## config.mk

```make
export PLATFORM = sky130hd
export DESIGN_NAME = mem_access_unit
export DESIGN_NICKNAME = d
export VERILOG_FILES = /design/src/rtl/mem_access_pkg.sv /design/src/rtl/mem_access_unit.sv
export SDC_FILE = /design/constraint.sdc
export NUM_CORES = 1
export LEC_CHECK = 0
export BUFFER_PORTS_ARGS = -buffer_cell sky130_fd_sc_hd__buf_2
export CAP_MARGIN = 15
export CORE_ASPECT_RATIO = 0.75
export CORE_MARGIN = 2
export CORE_UTILIZATION = 30
export DETAILED_ROUTE_END_ITERATION = 10
export SLEW_MARGIN = 20
export SYNTH_ARGS = -nofsm -noshare
export SYNTH_HDL_FRONTEND = slang
export SYNTH_SLANG_ARGS = --single-unit
export TNS_END_PERCENT = 50
```

## constraint.sdc

```tcl
create_clock -name clk -period 2.6 [get_ports clk]
set_clock_uncertainty 0.2 [all_clocks]
set_input_delay 0.26 -clock clk [delete_from_list [all_inputs] [get_ports clk]]
set_output_delay 0.26 -clock clk [all_outputs]
set_load 0.05 [all_outputs]
```

## src/rtl/mem_access_pkg.sv

```systemverilog
// Shared widths and FSM state encoding for the byte-serial memory access unit.
package mem_access_pkg;

    localparam int ADDR_W = 8;
    localparam int BYTE_W = 8;
    localparam int WORD_W = 16;

    typedef enum logic [1:0] {
        IDLE  = 2'd0,
        BYTE0 = 2'd1,
        BYTE1 = 2'd2,
        RESP  = 2'd3
    } state_t;

endpackage

```

## src/rtl/mem_access_unit.sv

```systemverilog
// Serialises 8/16-bit pipeline loads and stores onto an 8-bit data memory port,
// one byte per cycle, with a one-cycle completion pulse.
module mem_access_unit
    import mem_access_pkg::*;
#(
    parameter int LITTLE_ENDIAN = 1
) (
    input  logic              clk,
    input  logic              rst_n,
    input  logic              req_valid,
    output logic              req_ready,
    input  logic              req_write,
    input  logic              req_wide,
    input  logic [ADDR_W-1:0] req_addr,
    input  logic [WORD_W-1:0] req_wdata,
    output logic              resp_valid,
    output logic [WORD_W-1:0] resp_rdata,
    output logic [ADDR_W-1:0] mem_address,
    output logic [BYTE_W-1:0] mem_data_out,
    input  logic [BYTE_W-1:0] mem_data_in,
    output logic              mem_read_not_write
);

    state_t            state;
    logic              is_write;
    logic              is_wide;
    logic [ADDR_W-1:0] base_addr;
    logic [BYTE_W-1:0] second_byte;
    logic [BYTE_W-1:0] first_rd;
    logic [BYTE_W-1:0] first_byte;
    logic [BYTE_W-1:0] next_second_byte;

    assign req_ready = (state == IDLE);

    // Narrow stores always send [7:0]; only wide accesses honour the byte order.
    always_comb begin
        first_byte       = req_wdata[7:0];
        next_second_byte = req_wdata[15:8];
        if (req_wide && (LITTLE_ENDIAN == 0)) begin
            first_byte       = req_wdata[15:8];
            next_second_byte = req_wdata[7:0];
        end
    end

    // Memory-side outputs are registered one edge ahead so they are stable for a whole byte cycle.
    always_ff @(posedge clk or negedge rst_n) begin
        if (!rst_n) begin
            state              <= IDLE;
            is_write           <= 1'b0;
            is_wide            <= 1'b0;
            base_addr          <= '0;
            second_byte        <= '0;
            first_rd           <= '0;
            resp_valid         <= 1'b0;
            resp_rdata         <= '0;
            mem_address        <= '0;
            mem_data_out       <= '0;
            mem_read_not_write <= 1'b1;
        end else begin
            case (state)
                IDLE: begin
                    if (req_valid) begin
                        state              <= BYTE0;
                        is_write           <= req_write;
                        is_wide            <= req_wide;
                        base_addr          <= req_addr;
                        second_byte        <= next_second_byte;
                        mem_address        <= req_addr;
                        mem_read_not_write <= ~req_write;
                        mem_data_out       <= req_write ? first_byte : '0;
                    end
                end
                BYTE0: begin
                    if (!is_write) begin
                        first_rd <= mem_data_in;
                    end
                    if (is_wide) begin
                        state        <= BYTE1;
                        mem_address  <= base_addr + ADDR_W'(1);
                        mem_data_out <= is_write ? second_byte : '0;
                    end else begin
                        state              <= RESP;
                        mem_address        <= '0;
                        mem_data_out       <= '0;
                        mem_read_not_write <= 1'b1;
                        resp_valid         <= 1'b1;
                        if (!is_write) begin
                            resp_rdata <= {{(WORD_W-BYTE_W){1'b0}}, mem_data_in};
                        end
                    end
                end
                BYTE1: begin
                    state              <= RESP;
                    mem_address        <= '0;
                    mem_data_out       <= '0;
                    mem_read_not_write <= 1'b1;
                    resp_valid         <= 1'b1;
                    if (!is_write) begin
                        resp_rdata <= (LITTLE_ENDIAN != 0) ? {mem_data_in, first_rd}
                                                           : {first_rd, mem_data_in};
                    end
                end
                RESP: begin
                    state      <= IDLE;
                    resp_valid <= 1'b0;
                end
                default: begin
                    state <= IDLE;
                end
            endcase
        end
    end

endmodule

```

# == Word-level counts from Yosys, hierarchy flattened ==
# Cells that the tools add are included.
# Widths: inputs -> output; s select.
# totals
inputBits,37
out_inout_bits,35
elab_cells,50
reg_bits,62
# op_classes
addsub,1
n_reduce_logical,10
muxes,19
eq_ne,7
bitwise_logic,2
# ops
cell,count
$mux 16,3
$mux 8,6
$pmux 8 s3,2
$pmux 16 s2,1
$add 8x1->8 const B,1
$ne 2x2->1 const B,4
$pmux 2 s4,1
$reduce_and 2->1,4
$pmux 1 s3,2
$reduce_bool 3->1,2
$eq 2x2->1 const B,2
$reduce_and 4->1,1
$mux 1,3
$reduce_and 3->1,1
$eq 2x1->1 const B,1
$logic_not 2->1,1
$mux 2,1
$not 1->1,2
$reduce_bool 2->1,1

# == Depth between registers and ports, before layout ==
# Gate-level depths: netlist of run 1.
# depth
depth_word,3
ltp_mapped,9
mapped_depth_nobuf,6

# == Worst setup path after synthesis of run 1 ==
# No wires, ideal clock.
# synth_path
kind,reg-to-reg
start,reg state[0]
end,reg is_wide
setup_ns,0.125
synth_period_minus_slack_ns,2.220
path_slack_ns,0.380
required_time_ns,2.275
path_buffers,1
arrival_time_ns,1.895
stages_incl_launch_ff,6
path_cell_list,dfrtp_1 > inv_1 > ha_1 > nand2_1 > buf_2 > mux2_2
# synth_between
elab_chain_cells,2
# synth_rtl
element,line_no,text
start: declaration,mem_access_unit.sv:24,state_t state;
start signal: assignment,mem_access_unit.sv:48,state <= IDLE;
start signal: assignment,mem_access_unit.sv:63,state <= BYTE0;
start signal: assignment,mem_access_unit.sv:78,state <= BYTE1;
$logic_not 2->1,n/a,
via req_ready,mem_access_unit.sv:11,"output logic req_ready,"
$reduce_and 2->1 (no line),n/a,
end signal: assignment,mem_access_unit.sv:65,is_wide <= req_wide;
end: declaration,mem_access_unit.sv:26,logic is_wide;
# The timed path passes the listed nets, and every way through them passes these cells.
# A chain may end at the register's enable or synchronous reset.

# == Worst setup path after layout of run 1 ==
# layout_path
start,reg state[0]
end,reg mem_data_out[4]
# layout_between
elab_chain_cells,3
word_cells_on_any_way,7
classes_between,eq/ne (3); mux (1); reduce/logical (3)
# layout_rtl
element,line_no,text
$eq 2x2->1 (tied with other cells),mem_access_unit.sv:60,case (state)
$reduce_bool 3->1 (no line) / $ne 2x2->1 (equally long branches),n/a,
$reduce_and 2->1 (no line),n/a,
end signal: assignment,mem_access_unit.sv:70,mem_data_out <= req_write ? first_byte : '0;
end signal: assignment,mem_access_unit.sv:80,mem_data_out <= is_write ? second_byte : '0;
end: declaration,mem_access_unit.sv:19,"output logic [BYTE_W-1:0] mem_data_out,"
# Parallel ways exist; a longest one is shown, timed or not.

==> impl_metrics.py, run 1 <==
metrics = {
    "setup_path": {
        "path_buf_inv": 1,
        "cp_cell_sequence": "inv_1, ha_1, nor2b_1, a22oi_2, a21oi_2",
        "worstPathArrival_ps": 2320,
        "critical_path_peak_fanout": 9,
        "critPathMaxStageDelay_ps": 760,
        "end_kind": "flop",
        "cp_top_family": "simple AND/OR/NAND/NOR gates",
        "start_kind": "flop",
        "critPathKind": "flop to flop",
        "cpMaxStageDelayCell": "nor2b_1",
        "required_ps": 2650,
    },
    "sta": {
        "slew_headroom_pct": 34.9,
        "drv_slew": 0,
        "period_share_pct": 87.3,
        "fin_crit_ps": 2270,
        "rsz0062_at_grt": "false",
        "finalHoldViolations": 0,
        "setup_violations": 0,
        "finalSetupTns_ps": 0,
        "max_freq_ghz": 0.441,
        "tightest_slew_ps": 975,
    },
    "final_layout": {
        "area_growth_syn_to_layout_pct": 36.4,
        "antennaDiodeCount": 0,
        "fin_util_pct": 42.7,
        "layout.nets": 395,
        "fin_cells": 484,
        "layout-drive-gt1-share_pct": 39.3,
    },
    "routing": {
        "drt-wirelength-per-cell_um": 13.3,
        "antenna_left": 0,
        "dr.pass1.iters": 4,
        "drtIter0Drc": 124,
        "drc": 0,
        "wirelength_um": 6440,
        "vias": 2170,
        "via_per_inst": 4.48,
    },
    "clocking": {
        "htree_levels": 3,
        "cts_setup_buffers": 0,
        "cts.clk_slew.worst_paths_ps": 50,
        "tritoncts": "done",
        "cts_resized": 0,
        "cts_root_buf": "clkbuf_16",
        "cts_buffers": 9,
        "clock_latency_ps": 320,
        "clock-sinks": 62,
        "cts_buffer_depth": 2,
    },
    "global_route": {
        "grt_pass1_vias": 2103,
        "grtUsageTotal_pct": 13.1,
        "grt_pass1_wl_um": 10300,
        "grt-ovfl-total": 0,
        "antenna_found_initial": 0,
        "grt_max_degree": 38,
    },
    "place": {
        "dpl.hpwl_um": 4600,
        "place_inst": 442,
        "gp_congestion": 0.788,
        "port_buffers": 71,
    },
    "synthesis": {
        "synth_edf_count": 0,
        "synth_area_mm2": 0.00288,
        "ys_warn_count": 0,
        "synth-seq-cells": 62,
        "syn_avg_cell_area_um2": 11.5,
        "synth_top_area_share_pct": 53.0,
        "synthTopCellsByArea": "dfrtp_1 (53%), mux2_2 (10%), nand2_1 (3.8%)",
        "syn_nets": 295,
        "yosysTopAreaCell": "dfrtp_1",
        "synth-main-ff-cell": "dfrtp_1",
        "syn_inst": 251,
        "synth_cell_types": 34,
        "async_reset_ff_share_pct": 100,
        "yosysSeqAreaShare_pct": 53.9,
    },
    "pwr": {
        "power_leakage_uw": 0.00181,
        "irDropWorstVdd_uv": 454,
        "power_density_mw_per_mm2": 1480,
    },
    "floorplanning": {
        "num_rows": 30,
        "core_area_mm2": 0.00920,
        "start_util_pct": 31.3,
        "io_pins": 72,
        "die_h_um": 88.9,
        "die_x_um": 117,
        "dieArea_mm2": 0.0104,
    },
    "status": {
        "status": "complete, no violations",
    },
    "job": {
        "max-cap-violations": 0,
    },
    "worst_hold_path": {
        "min_path_type": "input port to flop",
    },
}
## cells in the final DEF (no fill, tap or decap), types with 2 or more instances in the layout
| cell | n |
|---|---|
| nand3_1 | 12 |
| mux2i_1 | 8 |
| mux2_2 | 26 |
| nor2b_1 | 6 |
| nor3_1 | 3 |
| ha_1 | 7 |
| a22oi_2 | 8 |
| dlygate4sd3_1 | 26 |
| inv_1 | 3 |
| clkbuf_16 | 9 |
| o21a_1 | 4 |
| o21ai_0 | 12 |
| clkbuf_8 | 2 |
| a31oi_1 | 4 |
| a21oi_1 | 11 |
| nand2_1 | 29 |
| nor2_1 | 17 |
| buf_4 | 5 |
| buf_2 | 71 |
| a21oi_2 | 8 |
| nand2b_1 | 4 |
| dfrtp_1 | 61 |
| xnor2_1 | 2 |
| clkinvlp_4 | 3 |
| o31ai_1 | 2 |
## logic make-up after synthesis
kind of cell	share of synthesized area (%)
flip-flops	53.9
AO/OA/AOI/OAI	13.5
adder cells (fa/ha/maj)	3.04
AND/OR/NAND/NOR	12.0
multiplexers	12.9
XOR/XNOR	0.912
buffers and inverters	3.69
## state kept, by name (all words and copies together), names as in the netlist
name,flops
is_wide,1
first_rd,8
mem_read_not_write,1
second_byte,8
resp_valid,1
is_write,1
resp_rdata,16
mem_data_out,8
base_addr,8
state,2
mem_address,8
## final timing paths
check                           depth (start not counted)      startpoint  slack, ps                 end
worst min-delay path                                    3    req_wdata[2]         40     mem_data_out[2]
max in group asynchronous                               3           rst_n       1230  mem_read_not_write
worst max-delay path                                    5        state[0]        330     mem_data_out[4]
worst min register to register                          2  resp_rdata[11]        260      resp_rdata[11]
min in group asynchronous                               2           rst_n        290       resp_rdata[7]
worst max register to register                          5        state[0]        330     mem_data_out[4]
## report_power, final
group | total (uW) | switching (uW) | internal, uW
clock network | 1210 | 421 | 791
logic | 2840 | 1880 | 961
registers | 1770 | 313 | 1460
## tightest hold or removal path, stage by stage
cell and delay (ps):
buf_2 80, a22oi_2 70, a21oi_2 120
## cells in the mapped netlist, types with 6 or more instances
cell type,instances
a21oi_1,11
a22oi_2,8
mux2_2,26
buf_2,9
a21oi_2,8
nand3_1,12
ha_1,7
o21ai_0,12
mux2i_1,8
nor2b_1,6
nor2_1,17
dfrtp_1,61
nand2_1,29
## stage by stage
step / hold slack, ps / worst slack (ps) / area [um2] / power (uW)
floorplan: -236 / 380 / 2880 / 4000
global placement: 119 / 425 / 3360 / 4570
detailed placement: 122 / 336 / 3360 / 4630
CTS: 27.7 / 326 / 3930 / 5900
global route: 35.1 / 190 / 3930 / 6200
finish: 39.0 / 331 / 3930 / 5820
## what timing repair did
item | in CTS | in global routing
endpoints found under the setup margin | 0 | 0
hold buffers | 26 | 0
hold endpoints to repair | 55 | 0
## final cells by class
class | count | area (um2)
tap | 128 | 160
inverter | 3 | 11.3
fill | 879 | 5270
timing repair buffer | 103 | 673
clock buffer | 11 | 253
multi-input combinational | 172 | 1220
clock inverter | 5 | 57.6
sequential | 62 | 1550
## layer usage
| metal | GRT usage [%] | share of wire (%) |
|---|---|---|
| met5 | 0 | 0 |
| met4 | 3.85 | 1.3 |
| met3 | 5.27 | 5.9 |
| met2 | 20.6 | 47 |
| met1 | 16.6 | 46 |
Power figures use the tool's default switching activity.
==> run 2: changes to the inputs <==
ABC_AREA = 1   (was unset)
==> run 2 against run 1 <==
  * Cell count is 11% higher
  * Worst setup slack improved by 5.1 ps
  * Final area decreased by 2.7%
  * Worst hold slack lost 25 ps
  * Die area shrank 2.1%
  * Core utilization down 0.66 points
  * First-iteration DRC count fell by 19%
  * Count of clock-buffer cells in the layout rose by 2
  * Non-clock buffer count is 5 lower
  * Area after synthesis down 2.2%
  * Critical endpoint is now resp_rdata[13]
  * Highest routed layer unchanged
==> impl_metrics.py, run 2 <==
metrics = {
    "sta": {
        "finalSetupTns_ps": 0,
        "fin_crit_ps": 2260,
        "finalHoldViolations": 0,
        "slew_headroom_pct": 39.9,
        "timing.hold.ws_ps": 13.7,
        "max_freq_ghz": 0.442,
        "drv_slew": 0,
        "setup_violations": 0,
        "tightest_slew_ps": 900,
        "period_share_pct": 87.1,
        "rsz0062_at_grt": "false",
    },
    "clocking": {
        "htree_levels": 3,
        "clock-sinks": 62,
        "cts.clk_slew.worst_paths_ps": 50,
        "cts_buffer_depth": 2,
        "tritoncts": "done",
        "cts_root_buf": "clkbuf_16",
        "cts_buffers": 9,
        "clock_latency_ps": 320,
        "cts_resized": 0,
    },
    "setup_path": {
        "worstPathArrival_ps": 2320,
        "end_kind": "flop",
        "start_kind": "flop",
        "critical_path_peak_fanout": 24,
        "r2r-start": "state[1]",
        "required_ps": 2660,
        "r2r_cells": 7,
        "critPathKind": "flop to flop",
        "r2r_slack_ps": 340,
        "timing.rr.end": "resp_rdata[13]",
    },
    "routing": {
        "antenna_left": 0,
        "drc": 0,
        "dr.pass1.iters": 4,
        "via_per_inst": 4.42,
        "drt-wirelength-per-cell_um": 12.8,
        "drtIter0Drc": 101,
        "vias": 2382,
        "wirelength_um": 6900,
    },
    "floorplanning": {
        "start_util_pct": 31.0,
        "dieArea_mm2": 0.0102,
        "die_h_um": 87.9,
        "die_x_um": 116,
        "num_rows": 30,
        "io_pins": 72,
        "core_area_mm2": 0.00908,
    },
    "worst_hold_path": {
        "hold_depth": 3,
        "min_from": "req_write",
        "min_path_type": "input port to flop",
        "holdPathEnd": "is_write",
    },
    "final_layout": {
        "fin_cells": 539,
        "seqCellArea_mm2": 0.00155,
        "multiInputGateArea_mm2": 0.00112,
        "mostFrequentLayoutCell": "buf_2",
        "num-fill-cells": 917,
        "final_cell_mix": "buf_2 (71), dfrtp_1 (61), a21oi_1 (54)",
        "antennaDiodeCount": 0,
        "largest_register_ffs": 16,
        "regMostFlops": "resp_rdata",
        "area_growth_syn_to_layout_pct": 35.6,
        "layout-drive-gt1-share_pct": 27.7,
        "layout.nets": 450,
    },
    "global_route": {
        "grtUsageTotal_pct": 14.8,
        "grt_pass1_wl_um": 11600,
        "grt_pass1_vias": 2389,
        "antenna_found_initial": 0,
        "grt_max_degree": 31,
        "grt-ovfl-total": 0,
    },
    "synthesis": {
        "async_reset_ff_share_pct": 100,
        "synth_top_area_share_pct": 54.2,
        "synth_commonest_cells": "dfrtp_1 (61), a21oi_1 (54), nand2_1 (49)",
        "synth_edf_count": 0,
        "synth-main-ff-cell": "dfrtp_1",
        "syn_avg_cell_area_um2": 9.15,
        "yosysMostFrequentCell": "dfrtp_1",
        "synth-seq-cells": 62,
        "synthTopCellsByArea": "dfrtp_1 (54%), a21oi_1 (9.6%), nand2_1 (6.5%)",
        "ys_warn_count": 0,
        "synth_cell_types": 23,
        "syn_nets": 352,
        "yosysSeqAreaShare_pct": 55.1,
        "yosysTopAreaCell": "dfrtp_1",
        "syn_inst": 308,
        "synth_area_mm2": 0.00282,
    },
    "pwr": {
        "power_leakage_uw": 0.00191,
        "power.total_uw": 5790,
        "power_density_mw_per_mm2": 1510,
        "irDropWorstVdd_uv": 556,
    },
    "status": {
        "status": "complete, no violations",
    },
    "place": {
        "dpl.hpwl_um": 4950,
        "gp_congestion": 0.793,
        "port_buffers": 71,
        "place_inst": 501,
    },
    "job": {
        "max-cap-violations": 0,
    },
}
## run 2: where the power goes
group / internal, uW / total (uW) / switching, uW
clock: 718 / 1110 / 395
sequential: 1470 / 1740 / 275
combinational: 818 / 2930 / 2110
## run 2: worst max-delay path by stage
stage / startpoint / end / slack, ps / depth (start not counted)
finish: state[1] / resp_rdata[13] / 340 / 7
global route: state[1] / resp_rdata[3] / 80 / 7
CTS: state[1] / resp_rdata[13] / 350 / 7
detailed placement: state[1] / resp_rdata[6] / 380 / 6
global placement: state[1] / resp_rdata[8] / 480 / 7
floorplan: state[0] / base_addr[4] / 440 / 5
## run 2: critical path, stage by stage, from the launching register on
cell and delay (ps):
dfrtp_1 390, inv_1 110, ha_1 270, nand2_1 130
inv_2 110, nor2_2 720, nand3_1 170, nand2_1 100
## run 2: layout make-up
| type | instances | area share, % |
|---|---|---|
| inverter | 23 | 2.26 |
| multi-input combinational | 212 | 29.3 |
| timing repair buffer | 98 | 16.0 |
| clock inverter | 3 | 0.458 |
| clock buffer | 13 | 7.07 |
| tap | 128 | 4.19 |
| sequential | 62 | 40.6 |
## run 2: stage by stage
step / utilization, % / setup WS, ps / instance area [um2]
after floorplan: - / 442 / 2820
after global placement: 36.5 / 484 / 3310
after detailed placement: 36.5 / 379 / 3310
after CTS: 42.1 / 345 / 3820
after global routing: 42.1 / 76.4 / 3820
final: 42.1 / 336 / 3820
## run 2: logic make-up after synthesis
logic type,Yosys count,share of synthesized area (%)
AND/OR/NAND/NOR,113,16.6
multiplexers,13,5.20
flip-flops,62,55.1
buffers and inverters,34,5.11
adder cells (fa/ha/maj),7,3.11
AO/OA/AOI/OAI,79,14.9
## run 2: metal layers
metal | wire (um) | track usage (%)
met1 | 3390 | 19.8
met2 | 3010 | 22.1
met3 | 394 | 4.91
met4 | 109 | 6.06
met5 | 0 | 0
## run 2: what timing repair did
action                    4_1_cts  5_1_grt
hold endpoints to repair       82        0
setup buffers                   0        0
hold buffers                   22        0
